<file path="src/rtl/ws2812_stream_ctl_pkg.sv">
// ws2812_pkg: opcodes, stream FSM states and pixel modes shared by the stream controller
package ws2812_pkg;
  localparam logic [7:0] CMD_SET_CHAN  = 8'h2A;
  localparam logic [7:0] CMD_SET_ADDR  = 8'h2B;
  localparam logic [7:0] CMD_WRITE     = 8'h2C;
  localparam logic [7:0] CMD_SET_MODE  = 8'h2D;
  localparam logic [7:0] CMD_BROADCAST = 8'h2E;
  localparam logic [7:0] CMD_COMMIT    = 8'h2F;
  typedef enum logic [2:0] {ST_IDLE, ST_ARG_CHAN, ST_ARG_ADDR, ST_ARG_MODE, ST_WRITE} stream_state_t;
  typedef enum logic {MODE_RGB, MODE_RGBW} pixel_mode_t;
endpackage

</file>
<file path="src/rtl/ws2812_stream_ctl_if.sv">
// ws2812_stream_ctl_if: byte stream in (dc/rdy/data) and pixel-buffer write/commit/error out
// master = byte source and buffer side, slave = the stream controller
interface ws2812_stream_ctl_if #(
  parameter int CHANNELS = 8,
  parameter int PIXELS   = 64
);
  localparam int ADDR_W = $clog2(PIXELS);
  logic                dc_in;
  logic                byte_rdy_in;
  logic [7:0]          byte_data_in;
  logic [CHANNELS-1:0] wr_en_out;
  logic [ADDR_W-1:0]   wr_addr_out;
  logic [3:0]          byte_en_out;
  logic [7:0]          byte_data_out;
  logic                rgbw_mode_out;
  logic                frame_rdy_out;
  logic                err_out;
  modport master (
    output dc_in, byte_rdy_in, byte_data_in,
    input  wr_en_out, wr_addr_out, byte_en_out, byte_data_out, rgbw_mode_out, frame_rdy_out, err_out
  );
  modport slave (
    input  dc_in, byte_rdy_in, byte_data_in,
    output wr_en_out, wr_addr_out, byte_en_out, byte_data_out, rgbw_mode_out, frame_rdy_out, err_out
  );
endinterface

</file>
<file path="src/rtl/ws2812_stream_ctl_cmd_dec.sv">
// ws2812_cmd_dec: command byte -> next stream state plus unknown-opcode flag
// i_byte: command byte; o_state: state entered; o_unknown: opcode not recognised
module ws2812_cmd_dec import ws2812_pkg::*; (
  input  logic [7:0]    i_byte,
  output stream_state_t o_state,
  output logic          o_unknown
);
  always_comb begin
    o_state   = ST_IDLE;
    o_unknown = 1'b0;
    case (i_byte)
      CMD_SET_CHAN:             o_state = ST_ARG_CHAN;
      CMD_SET_ADDR:             o_state = ST_ARG_ADDR;
      CMD_SET_MODE:             o_state = ST_ARG_MODE;
      CMD_WRITE, CMD_BROADCAST: o_state = ST_WRITE;
      CMD_COMMIT:               o_state = ST_IDLE;
      default:                  o_unknown = 1'b1;
    endcase
  end
endmodule

</file>
<file path="src/rtl/ws2812_stream_ctl.sv">
// ws2812_stream_ctl: decodes the SPI command/data byte stream into per-channel pixel buffer writes
// clk_in/rst_in: clock and async active-high reset; bus: byte stream in, write strobes/commit/error out
module ws2812_stream_ctl import ws2812_pkg::*; #(
  parameter  int CHANNELS = 8,
  parameter  int PIXELS   = 64,
  localparam int CH_W     = $clog2(CHANNELS),
  localparam int ADDR_W   = $clog2(PIXELS)
) (
  input logic clk_in,
  input logic rst_in,
  ws2812_stream_ctl_if.slave bus
);
  stream_state_t       r_state, w_dec_state;
  pixel_mode_t         r_mode;
  logic                w_unknown;
  logic                r_bcast;
  logic [CH_W-1:0]     r_chan;
  logic [ADDR_W-1:0]   r_addr;
  logic [1:0]          r_lane;
  logic [CHANNELS-1:0] r_wr_en;
  logic [ADDR_W-1:0]   r_wr_addr;
  logic [3:0]          r_byte_en;
  logic [7:0]          r_byte_data;
  logic                r_frame_rdy;
  logic                r_err;
  logic                w_cmd, w_dat, w_last_lane, w_addr_wrap, w_chan_wrap, w_chan_ok, w_addr_ok;
  ws2812_cmd_dec u_dec (.i_byte(bus.byte_data_in), .o_state(w_dec_state), .o_unknown(w_unknown));
  assign w_cmd       = bus.byte_rdy_in & ~bus.dc_in;
  assign w_dat       = bus.byte_rdy_in &  bus.dc_in;
  assign w_last_lane = r_lane == ((r_mode == MODE_RGBW) ? 2'd3 : 2'd2);
  assign w_addr_wrap = r_addr == ADDR_W'(PIXELS - 1);
  assign w_chan_wrap = r_chan == CH_W'(CHANNELS - 1);
  // 9-bit compares so CHANNELS/PIXELS = 256 never truncate to 0
  assign w_chan_ok   = {1'b0, bus.byte_data_in} < 9'(CHANNELS);
  assign w_addr_ok   = {1'b0, bus.byte_data_in} < 9'(PIXELS);
  always_ff @(posedge clk_in or posedge rst_in) begin
    if (rst_in) begin
      r_state     <= ST_IDLE;
      r_mode      <= MODE_RGB;
      r_bcast     <= 1'b0;
      r_chan      <= '0;
      r_addr      <= '0;
      r_lane      <= '0;
      r_wr_en     <= '0;
      r_wr_addr   <= '0;
      r_byte_en   <= '0;
      r_byte_data <= '0;
      r_frame_rdy <= 1'b0;
      r_err       <= 1'b0;
    end else begin
      r_wr_en     <= '0;
      r_frame_rdy <= 1'b0;
      if (w_cmd) begin
        r_lane  <= '0;
        r_state <= w_dec_state;
        r_bcast <= bus.byte_data_in == CMD_BROADCAST;
        if (w_unknown) r_err <= 1'b1;
        if (bus.byte_data_in == CMD_COMMIT) begin
          r_frame_rdy <= 1'b1;
          r_err       <= 1'b0;
          r_chan      <= '0;
          r_addr      <= '0;
        end
      end else if (w_dat) begin
        case (r_state)
          ST_ARG_CHAN: begin
            if (w_chan_ok) begin
              r_chan <= CH_W'(bus.byte_data_in);
              r_addr <= '0;
            end else r_err <= 1'b1;
            r_state <= ST_IDLE;
          end
          ST_ARG_ADDR: begin
            if (w_addr_ok) r_addr <= ADDR_W'(bus.byte_data_in);
            else r_err <= 1'b1;
            r_state <= ST_IDLE;
          end
          ST_ARG_MODE: begin
            r_mode  <= pixel_mode_t'(bus.byte_data_in[0]);
            r_lane  <= '0;
            r_state <= ST_IDLE;
          end
          ST_WRITE: begin
            r_wr_en     <= r_bcast ? '1 : CHANNELS'(1) << r_chan;
            r_wr_addr   <= r_addr;
            r_byte_en   <= 4'b0001 << r_lane;
            r_byte_data <= bus.byte_data_in;
            r_lane      <= w_last_lane ? 2'd0 : r_lane + 2'd1;
            if (w_last_lane) begin
              r_addr <= w_addr_wrap ? '0 : r_addr + ADDR_W'(1);
              // a single-channel stream spills onto the next channel once this one is full
              if (w_addr_wrap && !r_bcast) r_chan <= w_chan_wrap ? '0 : r_chan + CH_W'(1);
            end
          end
          default: ;
        endcase
      end
    end
  end
  assign bus.wr_en_out     = r_wr_en;
  assign bus.wr_addr_out   = r_wr_addr;
  assign bus.byte_en_out   = r_byte_en;
  assign bus.byte_data_out = r_byte_data;
  assign bus.rgbw_mode_out = r_mode == MODE_RGBW;
  assign bus.frame_rdy_out = r_frame_rdy;
  assign bus.err_out       = r_err;
endmodule

</file>
<file path="src/flat_wrapper.sv">
// flat-port wrapper written by rule: the top's interface ports become plain ports
module ws2812_stream_ctl_flat import ws2812_pkg::*;
#(
  parameter  int CHANNELS = 8,
  parameter  int PIXELS   = 64,
  localparam int CH_W     = $clog2(CHANNELS),
  localparam int ADDR_W   = $clog2(PIXELS)
)
  (clk_in, rst_in, bus_dc_in, bus_byte_rdy_in, bus_byte_data_in, bus_wr_en_out, bus_wr_addr_out, bus_byte_en_out, bus_byte_data_out, bus_rgbw_mode_out, bus_frame_rdy_out, bus_err_out);
  ws2812_stream_ctl_if #(.CHANNELS(CHANNELS), .PIXELS(PIXELS)) bus_i ();
  input logic clk_in;
  input logic rst_in;
  input wire logic [$bits(bus_i.dc_in)-1:0] bus_dc_in;
  input wire logic [$bits(bus_i.byte_rdy_in)-1:0] bus_byte_rdy_in;
  input wire logic [$bits(bus_i.byte_data_in)-1:0] bus_byte_data_in;
  output wire logic [$bits(bus_i.wr_en_out)-1:0] bus_wr_en_out;
  output wire logic [$bits(bus_i.wr_addr_out)-1:0] bus_wr_addr_out;
  output wire logic [$bits(bus_i.byte_en_out)-1:0] bus_byte_en_out;
  output wire logic [$bits(bus_i.byte_data_out)-1:0] bus_byte_data_out;
  output wire logic [$bits(bus_i.rgbw_mode_out)-1:0] bus_rgbw_mode_out;
  output wire logic [$bits(bus_i.frame_rdy_out)-1:0] bus_frame_rdy_out;
  output wire logic [$bits(bus_i.err_out)-1:0] bus_err_out;
  assign bus_i.dc_in = bus_dc_in;
  assign bus_i.byte_rdy_in = bus_byte_rdy_in;
  assign bus_i.byte_data_in = bus_byte_data_in;
  assign bus_wr_en_out = bus_i.wr_en_out;
  assign bus_wr_addr_out = bus_i.wr_addr_out;
  assign bus_byte_en_out = bus_i.byte_en_out;
  assign bus_byte_data_out = bus_i.byte_data_out;
  assign bus_rgbw_mode_out = bus_i.rgbw_mode_out;
  assign bus_frame_rdy_out = bus_i.frame_rdy_out;
  assign bus_err_out = bus_i.err_out;
  ws2812_stream_ctl #(.CHANNELS(CHANNELS), .PIXELS(PIXELS)) u_core (.clk_in(clk_in), .rst_in(rst_in), .bus(bus_i));
endmodule
</file>
<file path="config.mk">
export PLATFORM = sky130hd
export DESIGN_NAME = ws2812_stream_ctl_flat
export DESIGN_NICKNAME = d
export VERILOG_FILES = /design/src/rtl/ws2812_stream_ctl_pkg.sv /design/src/rtl/ws2812_stream_ctl_if.sv /design/src/rtl/ws2812_stream_ctl_cmd_dec.sv /design/src/rtl/ws2812_stream_ctl.sv /design/src/flat_wrapper.sv
export SDC_FILE = /design/constraint.sdc
export NUM_CORES = 1
export LEC_CHECK = 0
export CAP_MARGIN = 20
export CORE_MARGIN = 3
export CORE_UTILIZATION = 27
export DETAILED_ROUTE_END_ITERATION = 8
export PLACE_DENSITY = 0.55
export SLEW_MARGIN = 30
export SYNTH_ARGS = -nofsm -noshare
export SYNTH_HDL_FRONTEND = slang
export SYNTH_SLANG_ARGS = --single-unit
export TNS_END_PERCENT = 30
</file>
<file path="constraint.sdc">
create_clock -name clk_in -period 6.05 [get_ports clk_in]
set_input_delay 1.21 -clock clk_in [delete_from_list [all_inputs] [get_ports clk_in]]
set_output_delay 1.21 -clock clk_in [all_outputs]
set_load 0.02 [all_outputs]
</file>
==> load_flow_metrics.sql <==
INSERT INTO impl_metrics (metric_group, metric, value, unit) VALUES
('cells_and_area', 'design.final.nets', '300', ''),
('timing', 'max_freq', '0.326', 'GHz'),
('pwr', 'static-leakage-power', '1.29', 'nW'),
('timing', 'finalCriticalPeriod', '3070', 'ps'),
('clocking', 'tritoncts.num_buffers', '5', ''),
('logic_synthesis', 'synth-warning-count', '0', ''),
('place', 'buffer_ports.inserted', '40', ''),
('worst_setup_path', 'timing.critical_path.cells', 'clkdlybuf4s50_1 -> or3_1 -> nor4_1 -> o221ai_1 -> a41o_2 -> mux2_2', ''),
('clocking', 'clock_tree_from_tritoncts', 'yes', ''),
('route', 'vias', '1752', ''),
('cells_and_area', 'final_cell_mix', 'sky130_fd_sc_hd__nand2_1 (69), sky130_fd_sc_hd__dfrtp_1 (44), sky130_fd_sc_hd__clkdlybuf4s50_1 (40)', ''),
('place', 'preCtsSetupSlack', '2660', 'ps'),
('die', 'rows', '32', ''),
('place', 'globalplace.congestion', '0.806', ''),
('die', 'fp.dieArea', '9360', 'um^2'),
('worst_setup_path', 'path_buf_inv', '1', ''),
('worst_setup_path', 'critical_path.startpoint_type', 'input pin', ''),
('clocking', 'cts_sinks', '44', ''),
('grt', 'antenna_found_initial', '0', ''),
('route', 'wl', '5080', 'um'),
('logic_synthesis', 'syn_area', '2220', 'um^2'),
('timing', 'finalSetupTns', '0', 'ps'),
('logic_synthesis', 'syn-num-nets', '262', ''),
('worst_setup_path', 'timing.critical_path.slowest_stage_cell', 'sky130_fd_sc_hd__clkdlybuf4s50_1', ''),
('grt', 'grt_max_degree', '45', ''),
('logic_synthesis', 'asyncSetResetFlopFracSynth', '100', '%'),
('pwr', 'vdd.ir_drop.worst', '0.0869', 'mV'),
('grt', 'first_pass_grt_wire_length', '8800', 'um'),
('timing', 'hold_violations', '0', ''),
('worst_setup_path', 'cp_top_family', 'simple AND/OR/NAND/NOR gates', ''),
('place', 'detailedPlacementHpwl', '3700', 'um'),
('timing', 'timing.final.max_slew_violations', '0', ''),
('die', 'initial_core_util', '28.3', '%'),
('cells_and_area', 'diodes', '0', ''),
('route', 'drt_pre_antenna_iters', '4', ''),
('die', 'top_level_ports', '41', ''),
('clocking', 'cts.clk_slew.worst_paths', '80', 'ps'),
('timing', 'worst_clock_skew', '3.88', 'ps'),
('worst_setup_path', 'path_class', 'in -> reg', ''),
('place', 'place_inst', '372', ''),
('min_path', 'hold_path.class', 'reg -> reg', ''),
('logic_synthesis', 'synth_cell_types', '40', ''),
('clocking', 'h-tree-depth', '2', ''),
('timing', 'fin_crit_share', '50.7', '%'),
('timing', 'final-setup-viol-count', '0', ''),
('route', 'drcViolationCount', '0', ''),
('status', 'status', 'finished clean', ''),
('die', 'dieWidth', '96.7', 'um'),
('route', 'avgRoutedWirePerCell', '13.4', 'um'),
('cells_and_area', 'seqCellArea', '1100', 'um^2'),
('route', 'post_drt_via_cell_ratio', '4.61', ''),
('timing', 'timing.hold.ws', '484', 'ps'),
('clocking', 'cts_repair_resize_count', '0', ''),
('run', 'timing.max_cap.violations', '0', ''),
('cells_and_area', 'fraction_of_the_core_area_covered_by_cells_at_the_end_of_the_flow', '36.0', '%'),
('cells_and_area', 'synthToLayoutAreaGrowth', '26.9', '%'),
('logic_synthesis', 'synth_enable_flop_cells', '0', ''),
('worst_setup_path', 'critPathMaxFanout', '6', ''),
('grt', 'grt.overflow.total', '0', ''),
('die', 'area_of_the_core', '7850', 'um^2'),
('logic_synthesis', 'postSynthAreaPerCell', '9.30', 'um^2'),
('pwr', 'pwr_density_cell', '202', 'nW/um^2'),
('clocking', 'clock_tree.root_cell', 'sky130_fd_sc_hd__clkbuf_8', ''),
('cells_and_area', 'multi_input_area', '1050', 'um^2'),
('clocking', 'bufs_on_longest_clock_path', '2', ''),
('cells_and_area', 'n_fill_cell', '847', ''),
('worst_setup_path', 'signal_arrival_time_at_the_worst_endpoint', '3250', 'ps'),
('logic_synthesis', 'synth-seq-cells', '44', ''),
('timing', 'timing_worst_slew_pin_value', '838', 'ps'),
('route', 'route.antenna.remaining_nets', '0', ''),
('grt', 'globalRouteTotalUtil', '11.4', '%');
==> metrics by stage <==
stage	power, mW	cell area [um^2]
detailed placement	0.388	2730
global route	0.605	2820
global placement	0.387	2720
CTS	0.581	2820
finish	0.571	2820
floorplan	0.360	2220
==> worst reg2reg max path, stage by stage (launching register included) <==
cell                       delay, ps
sky130_fd_sc_hd__dfrtp_1         460
sky130_fd_sc_hd__nor3b_2         600
sky130_fd_sc_hd__o22ai_1         170
sky130_fd_sc_hd__o221ai_1        330
sky130_fd_sc_hd__a41o_2          250
sky130_fd_sc_hd__mux2_2          350
==> flip-flops by register name, indices dropped and copies added (netlist names) <==
name	cells
u_core.bus.byte_data_out	8
u_core.bus.wr_en_out	8
u_core.bus.wr_addr_out	6
u_core.r_addr	6
u_core.bus.byte_en_out	4
u_core.r_chan	3
u_core.r_state	3
u_core.r_lane	2
u_core.bus.err_out	1
u_core.bus.frame_rdy_out	1
u_core.bus.rgbw_mode_out	1
u_core.r_bcast	1
==> cells in the mapped netlist, types with 2 or more instances <==
cell	n	share of area [%]
sky130_fd_sc_hd__clkbuf_1	8	1.4
sky130_fd_sc_hd__ha_1	11	6.2
sky130_fd_sc_hd__a21oi_1	10	2.3
sky130_fd_sc_hd__mux2_2	8	4.1
sky130_fd_sc_hd__nand3b_1	2	0.68
sky130_fd_sc_hd__o22ai_1	2	0.56
sky130_fd_sc_hd__mux2_1	2	1.0
sky130_fd_sc_hd__buf_1	2	0.34
sky130_fd_sc_hd__nand3_1	8	1.8
sky130_fd_sc_hd__xnor2_1	2	0.79
sky130_fd_sc_hd__inv_1	8	1.4
sky130_fd_sc_hd__nor2_1	20	3.4
sky130_fd_sc_hd__a22o_1	2	0.79
sky130_fd_sc_hd__nand2_1	69	12
sky130_fd_sc_hd__a2bb2oi_1	2	0.79
sky130_fd_sc_hd__o31ai_1	2	0.68
sky130_fd_sc_hd__nor3_1	3	0.68
sky130_fd_sc_hd__nor4_1	2	0.56
sky130_fd_sc_hd__a22oi_1	3	1.0
sky130_fd_sc_hd__xor2_1	4	1.6
sky130_fd_sc_hd__dfrtp_1	44	50
sky130_fd_sc_hd__o21ai_0	7	1.6
==> final cells by class <==
| cell class | instances | area share [%] |
|---|---|---|
| clock inverters | 2 | 0.355 |
| clock buffers | 6 | 2.93 |
| repair buffers | 42 | 14.7 |
| flip-flops and latches | 44 | 39.0 |
| multi-input cells | 176 | 37.4 |
| well taps | 102 | 4.52 |
| inverters | 8 | 1.06 |
==> cells by family after synthesis <==
family          count (synthesis)  share of synthesized area, %
xor+xnor                        6                          2.36
simple gates                  114                          22.5
buf+inv                        19                          3.26
mux                            11                          5.52
compound gates                 34                          10.6
fa+ha+maj                      11                          6.19
flops                          44                          49.5
==> power by group <==
| group | internal (mW) | leakage [nW] | switching [mW] |
|---|---|---|---|
| combinational | 0.0295 | 0.642 | 0.0400 |
| clock | 0.0912 | 0.0510 | 0.0991 |
| sequential | 0.302 | 0.600 | 0.00895 |
| total | 0.423 | 1.29 | 0.148 |
==> per-layer routing <==
| layer | up-vias | routed length (um) | track usage (%) |
|---|---|---|---|
| met5 | - | 0 | 0 |
| met4 | 0 | 74 | 3.56 |
| met3 | 5 | 172 | 2.45 |
| met2 | 30 | 2580 | 20.2 |
| met1 | 842 | 2250 | 13.8 |
| li1 | 875 | - | - |
==> final timing paths <==
check,start,endpoint,slack (ps),cells after the start
min in group asynchronous,rst_in,u_core.bus.wr_en_out[5],1350,3
setup / recovery,bus_byte_data_in[4],u_core.r_addr[2],2980,6
setup reg to reg,u_core.r_state[0],u_core.r_addr[2],3770,5
max in group asynchronous,rst_in,u_core.r_state[2],4320,3
hold reg to reg,u_core.bus.byte_data_out[5],u_core.bus.byte_data_out[5],480,2
hold / removal,u_core.bus.byte_data_out[5],u_core.bus.byte_data_out[5],480,2
(Power assumes the default switching activity.)
==> RTL change 1, RTL diff (config.mk and constraints unchanged) <==
The 5 states of `stream_state_t` get a one-hot encoding in 5 bits.
--- a/src/rtl/ws2812_stream_ctl_pkg.sv
+++ b/src/rtl/ws2812_stream_ctl_pkg.sv
@@ -6,7 +6,7 @@
   localparam logic [7:0] CMD_SET_MODE  = 8'h2D;
   localparam logic [7:0] CMD_BROADCAST = 8'h2E;
   localparam logic [7:0] CMD_COMMIT    = 8'h2F;
-  typedef enum logic [2:0] {ST_IDLE, ST_ARG_CHAN, ST_ARG_ADDR, ST_ARG_MODE, ST_WRITE} stream_state_t;
+  typedef enum logic [4:0] {ST_IDLE = 5'b00001, ST_ARG_CHAN = 5'b00010, ST_ARG_ADDR = 5'b00100, ST_ARG_MODE = 5'b01000, ST_WRITE = 5'b10000} stream_state_t;
   typedef enum logic {MODE_RGB, MODE_RGBW} pixel_mode_t;
 endpackage
 
Formal check against the unedited RTL: same outputs for any inputs over 4 cycles, from zero or initial values and one cycle with rst_in high; so few cycles prove little.
==> RTL change 1 against the original RTL <==
- worst hold slack got worse by 5.2 ps
- first-iteration DRC count increased by 71%
- total power increased by 3.3%
- worst setup slack got worse by 95 ps
- design area increased by 3.5%
- maximum frequency decreased by 3.0%
- global-route usage increased by 0.28 points
- sequential power increased by 5%
- wire length increased by 6.5%
- core utilization decreased by 0.78 points
- sequential cell count increased by 2
- critical path depth unchanged
- area after synthesis increased by 5.0%
- largest cell class unchanged
==> RTL change 1: results (changes against the original RTL) <==
\begin{tabular}{lr}
\hline
Metric & Value \\
\hline
\multicolumn{2}{l}{\textbf{Drt}} \\
\quad Vias per cell & 4.73 (+2.6\%) \\
\quad DRC marker count from the first detailed-route iteration & 101 (+71\%) \\
\quad Final wirelength & 5410 um (+6.5\%) \\
\quad WL met1 & 2690 um (+19\%) \\
\multicolumn{2}{l}{\textbf{Global route}} \\
\quad Maximum number of pins on one net before global-route repair & 47 (+4.4\%) \\
\quad Met2 Track Usage GR & 19.0\% (-1.2 points) \\
\quad Global-route wire length before repair & 9270 um (+5.3\%) \\
\quad Global Route met1 Usage & 16.0\% (+2.2 points) \\
\quad Number of global-route vias before repair & 1833 (+5.0\%) \\
\multicolumn{2}{l}{\textbf{Placement}} \\
\quad DP Worst Slack & 2580 ps (-78.6 ps) \\
\quad Total placed instance area & 2820 um\^{}2 (+3.5\%) \\
\multicolumn{2}{l}{\textbf{Setup path}} \\
\quad Reg-to-Reg Start & u\_core.r\_state[2]\$\_DFFE\_PP0P\_ \\
\quad Worst-path fanout max & 9 (+3) \\
\quad Worst path arrival time & 3350 ps (+100 ps) \\
\quad Capturing instance or port of the critical path & u\_core.r\_addr[5]\$\_DFFE\_PP0P\_ \\
\quad Worst-case register-to-register setup slack & 3520 ps (-250 ps) \\
\quad Worst r2r dst & u\_core.bus.byte\_data\_out[0]\$\_DFFE\_PP0P\_ \\
\quad Crit path launch & bus\_byte\_rdy\_in \\
\multicolumn{2}{l}{\textbf{Status}} \\
\quad Outcome & finished clean \\
\multicolumn{2}{l}{\textbf{Synth}} \\
\quad Most area-consuming cells after synthesis & dfrtp\_1 (48\%), nand2\_1 (9.5\%), ha\_1 (5.9\%) \\
\quad Syn\_nets & 269 (+2.7\%) \\
\quad Count of cell types in the netlist & 45 (+13\%) \\
\quad Post-Syn Area per Cell & 9.49 um\^{}2 (+2.0\%) \\
\multicolumn{2}{l}{\textbf{Hold path}} \\
\quad Hold\_sp & u\_core.bus.byte\_data\_out[6]\$\_DFFE\_PP0P\_ \\
\multicolumn{2}{l}{\textbf{Power and ir drop}} \\
\quad Maximum vdd ir drop & 85.0 uV (-2.2\%) \\
\quad Leakage Power & 0.00130 uW (+0.82\%) \\
\multicolumn{2}{l}{\textbf{STA}} \\
\quad Final period utilization & 52.3\% (+1.6 points) \\
\multicolumn{2}{l}{\textbf{Cells and area}} \\
\quad Share of post-route cells with drive strength above 1 & 9.54\% (+0.19 points) \\
\hline
\end{tabular}
[RTL change 1: layout make-up]
class	count	area [um^2]	area share, %
Clock inverter	2	12.5	0.429
Multi-Input combinational cell	180	1100	37.8
Clock buffer	6	82.6	2.83
Sequential cell	46	1150	39.5
Tap cell	105	131	4.50
Inverter	9	36.3	1.24
Timing Repair Buffer	40	400	13.7
[RTL change 1: critical path, delay by kind of cell]
kind                   cells  cell delay [ps]
AOI/OAI and AO/OA          1              140
buffers and inverters      1              680
muxes                      1              300
and+or+nand+nor            3             1030
[RTL change 1: logic make-up after synthesis]
group | share of synthesized area [%]
and+or+nand+nor | 21.8
DFF | 49.4
AOI/OAI and AO/OA | 12.6
buffers and inverters | 3.65
adders and majority gates | 5.90
muxes | 4.77
xor gates and xnor gates | 1.88
[RTL change 1: power groups by stage]
stage	clock (uW)	combinational, uW	sequential [uW]
floorplan	0	38.4	332
global placement	0	66.9	331
detailed placement	0	67.9	331
CTS	210	68.5	325
global route	220	76.0	326
finish	198	67.0	325
==> RTL change 2, RTL diff (same flow settings) <==
Made on the original files. `PIXELS` is set to 64 in 3 places; all go to 256.
--- a/src/rtl/ws2812_stream_ctl_if.sv
+++ b/src/rtl/ws2812_stream_ctl_if.sv
@@ -2,7 +2,7 @@
 // master = byte source and buffer side, slave = the stream controller
 interface ws2812_stream_ctl_if #(
   parameter int CHANNELS = 8,
-  parameter int PIXELS   = 64
+  parameter int PIXELS   = 256
 );
   localparam int ADDR_W = $clog2(PIXELS);
   logic                dc_in;
--- a/src/rtl/ws2812_stream_ctl.sv
+++ b/src/rtl/ws2812_stream_ctl.sv
@@ -2,7 +2,7 @@
 // clk_in/rst_in: clock and async active-high reset; bus: byte stream in, write strobes/commit/error out
 module ws2812_stream_ctl import ws2812_pkg::*; #(
   parameter  int CHANNELS = 8,
-  parameter  int PIXELS   = 64,
+  parameter  int PIXELS   = 256,
   localparam int CH_W     = $clog2(CHANNELS),
   localparam int ADDR_W   = $clog2(PIXELS)
 ) (
--- a/src/flat_wrapper.sv
+++ b/src/flat_wrapper.sv
@@ -2,7 +2,7 @@
 module ws2812_stream_ctl_flat import ws2812_pkg::*;
 #(
   parameter  int CHANNELS = 8,
-  parameter  int PIXELS   = 64,
+  parameter  int PIXELS   = 256,
   localparam int CH_W     = $clog2(CHANNELS),
   localparam int ADDR_W   = $clog2(PIXELS)
 )
Ports: changed (resized bus_wr_addr_out); port bits go from 41 to 43. The function was not compared with the original's and may differ.
==> RTL change 2 against the original RTL <==
- non-clock buffer count rose by 1
- wire length rose by 24%
- area after synthesis rose by 15%
- total power rose by 13%
- global-route usage rose by 0.95 points
- sequential cell count rose by 4
- worst setup slack got worse by 130 ps
- design area rose by 10%
- count of clock-buffer cells in the layout did not move
- largest cell class is now multi-input combinational cells
- largest power group unchanged
==> RTL change 2: results (changes against the original RTL) <==
\begin{tabular}{lr}
\hline
Metric & Value \\
\hline
\multicolumn{2}{l}{\textbf{Status}} \\
\quad Outcome & finished clean \\
\multicolumn{2}{l}{\textbf{Synth}} \\
\quad Most numerous cell types in the synthesized netlist & nand2\_1 (71), dfrtp\_1 (48), nor2\_1 (23) \\
\quad Syn\_nets & 298 (+14\%) \\
\quad Number of cells produced by synthesis & 275 (+15\%) \\
\quad Count of cell types in the netlist & 47 (+18\%) \\
\quad Most area-consuming cells after synthesis & dfrtp\_1 (47\%), nand2\_1 (10\%), ha\_1 (5.4\%) \\
\quad Share of synthesized area occupied by flip-flops and latches & 47.0\% (-2.5 points) \\
\multicolumn{2}{l}{\textbf{Placement}} \\
\quad Total instance count after detailed placement & 409 (+9.9\%) \\
\quad Weighted congestion at the end of routability-driven global placement & 0.880 (+9.2\%) \\
\quad Post-detailed-placement half-perimeter wirelength & 4450 um (+20\%) \\
\quad Port bufs & 42 (+5.0\%) \\
\multicolumn{2}{l}{\textbf{Global route}} \\
\quad Number of global-route vias before repair & 2044 (+17\%) \\
\quad All-layer global routing usage & 12.3\% (+0.95 points) \\
\quad Global-route wire length before repair & 10300 um (+17\%) \\
\quad Maximum number of pins on one net before global-route repair & 49 (+8.9\%) \\
\multicolumn{2}{l}{\textbf{Setup path}} \\
\quad Top delay family on crit path & compound AO/OA/AOI/OAI gates \\
\multicolumn{2}{l}{\textbf{Cells and area}} \\
\quad Final net count & 331 (+10\%) \\
\quad Share of post-route cells with drive strength above 1 & 8.41\% (-0.94 points) \\
\multicolumn{2}{l}{\textbf{Power and ir drop}} \\
\quad Maximum vdd ir drop & 86.8 uV (about the same) \\
\quad Leakage Power & 0.00141 uW (+9.1\%) \\
\multicolumn{2}{l}{\textbf{Drt}} \\
\quad Final wirelength & 6290 um (+24\%) \\
\quad WL met1 & 3080 um (+37\%) \\
\quad Metal2 WL & 2800 um (+8.3\%) \\
\quad Routed met3 length & 376 um (+120\%) \\
\quad DRC marker count from the first detailed-route iteration & 123 (+110\%) \\
\multicolumn{2}{l}{\textbf{STA}} \\
\quad Max-slew headroom at the worst pin & 37.6\% (-6.4 points) \\
\quad Final worst clock skew & 6.74 ps (+2.86 ps) \\
\hline
\end{tabular}
==> RTL change 2: cell count changes in the layout (fill, tap and decap cells not counted), moves of 3 or more <==
cell     before  now
a31oi_1       0    3
a21oi_1      10   16
dfrtp_1      44   48
nor2_1       20   23
and3_1        0    3
nand4_1       0    5
==> RTL change 2: worst reg2reg max path, cell delays in order (launching register included) <==
cell and delay, ps:
dfrtp_1 490, or3b_1 580, a32oi_4 350, o41ai_4 170, o21ai_2 130, mux2_2 360
==> RTL change 2: metrics by stage <==
step	power, uW	hold slack (ps)	setup WS, ps
final	644	480	2850
after CTS	650	486	2860
after global placement	440	463	2570
after global routing	676	514	2710
after floorplan	409	494	3360
after detailed placement	441	462	2530
==> RTL change 2: layer usage <==
layer	track usage (%)	up-vias
met1	18.2	996
met3	2.28	4
met4	2.89	0
li1	-	1006
met2	18.7	55
met5	0	-
==> RTL change 2: logic make-up after synthesis <==
kind of cell	Yosys count	synth area share (%)
adder cells (fa/ha/maj)	11	5.39
flip-flops	48	47.0
XOR/XNOR	5	1.72
AO/OA/AOI/OAI	43	12.2
buffers and inverters	25	5.44
AND/OR/NAND/NOR	133	23.9
multiplexers	10	4.36
==> RTL change 2: cell type report <==
| type | instances | area [um^2] |
|---|---|---|
| fillers | 920 | 5820 |
| multi-input cells | 202 | 1220 |
| flip-flops and latches | 48 | 1200 |
| repair buffers | 43 | 428 |
| well taps | 108 | 135 |
| clock buffers | 6 | 82.6 |
| inverters | 8 | 32.5 |
| clock inverters | 2 | 13.8 |
==> RTL change 2: final timing paths <==
path                                                         startpoint                                      end  slack (ps)
worst max-delay path                                bus_byte_data_in[0]             u_core.r_addr[5]$_DFFE_PP0P_        2850
worst min-delay path            u_core.bus.byte_data_out[7]$_DFFE_PP0P_  u_core.bus.byte_data_out[7]$_DFFE_PP0P_         480
worst max register to register            u_core.r_state[0]$_DFFE_PP0P_             u_core.r_chan[0]$_DFFE_PP0P_        3870
worst min register to register  u_core.bus.byte_data_out[7]$_DFFE_PP0P_  u_core.bus.byte_data_out[7]$_DFFE_PP0P_         480
max in group asynchronous                                        rst_in     u_core.bus.rgbw_mode_out$_DFFE_PP0P_        4310
min in group asynchronous                                        rst_in        u_core.bus.wr_en_out[4]$_DFF_PP0_        1330
==> RTL change 2: power breakdown <==
| part | switching, uW | total (uW) | internal (uW) |
|---|---|---|---|
| combinational | 50.4 | 87.7 | 37.2 |
| clock | 116 | 210 | 93.7 |
| sequential | 13.9 | 347 | 333 |
| total | 180 | 644 | 464 |
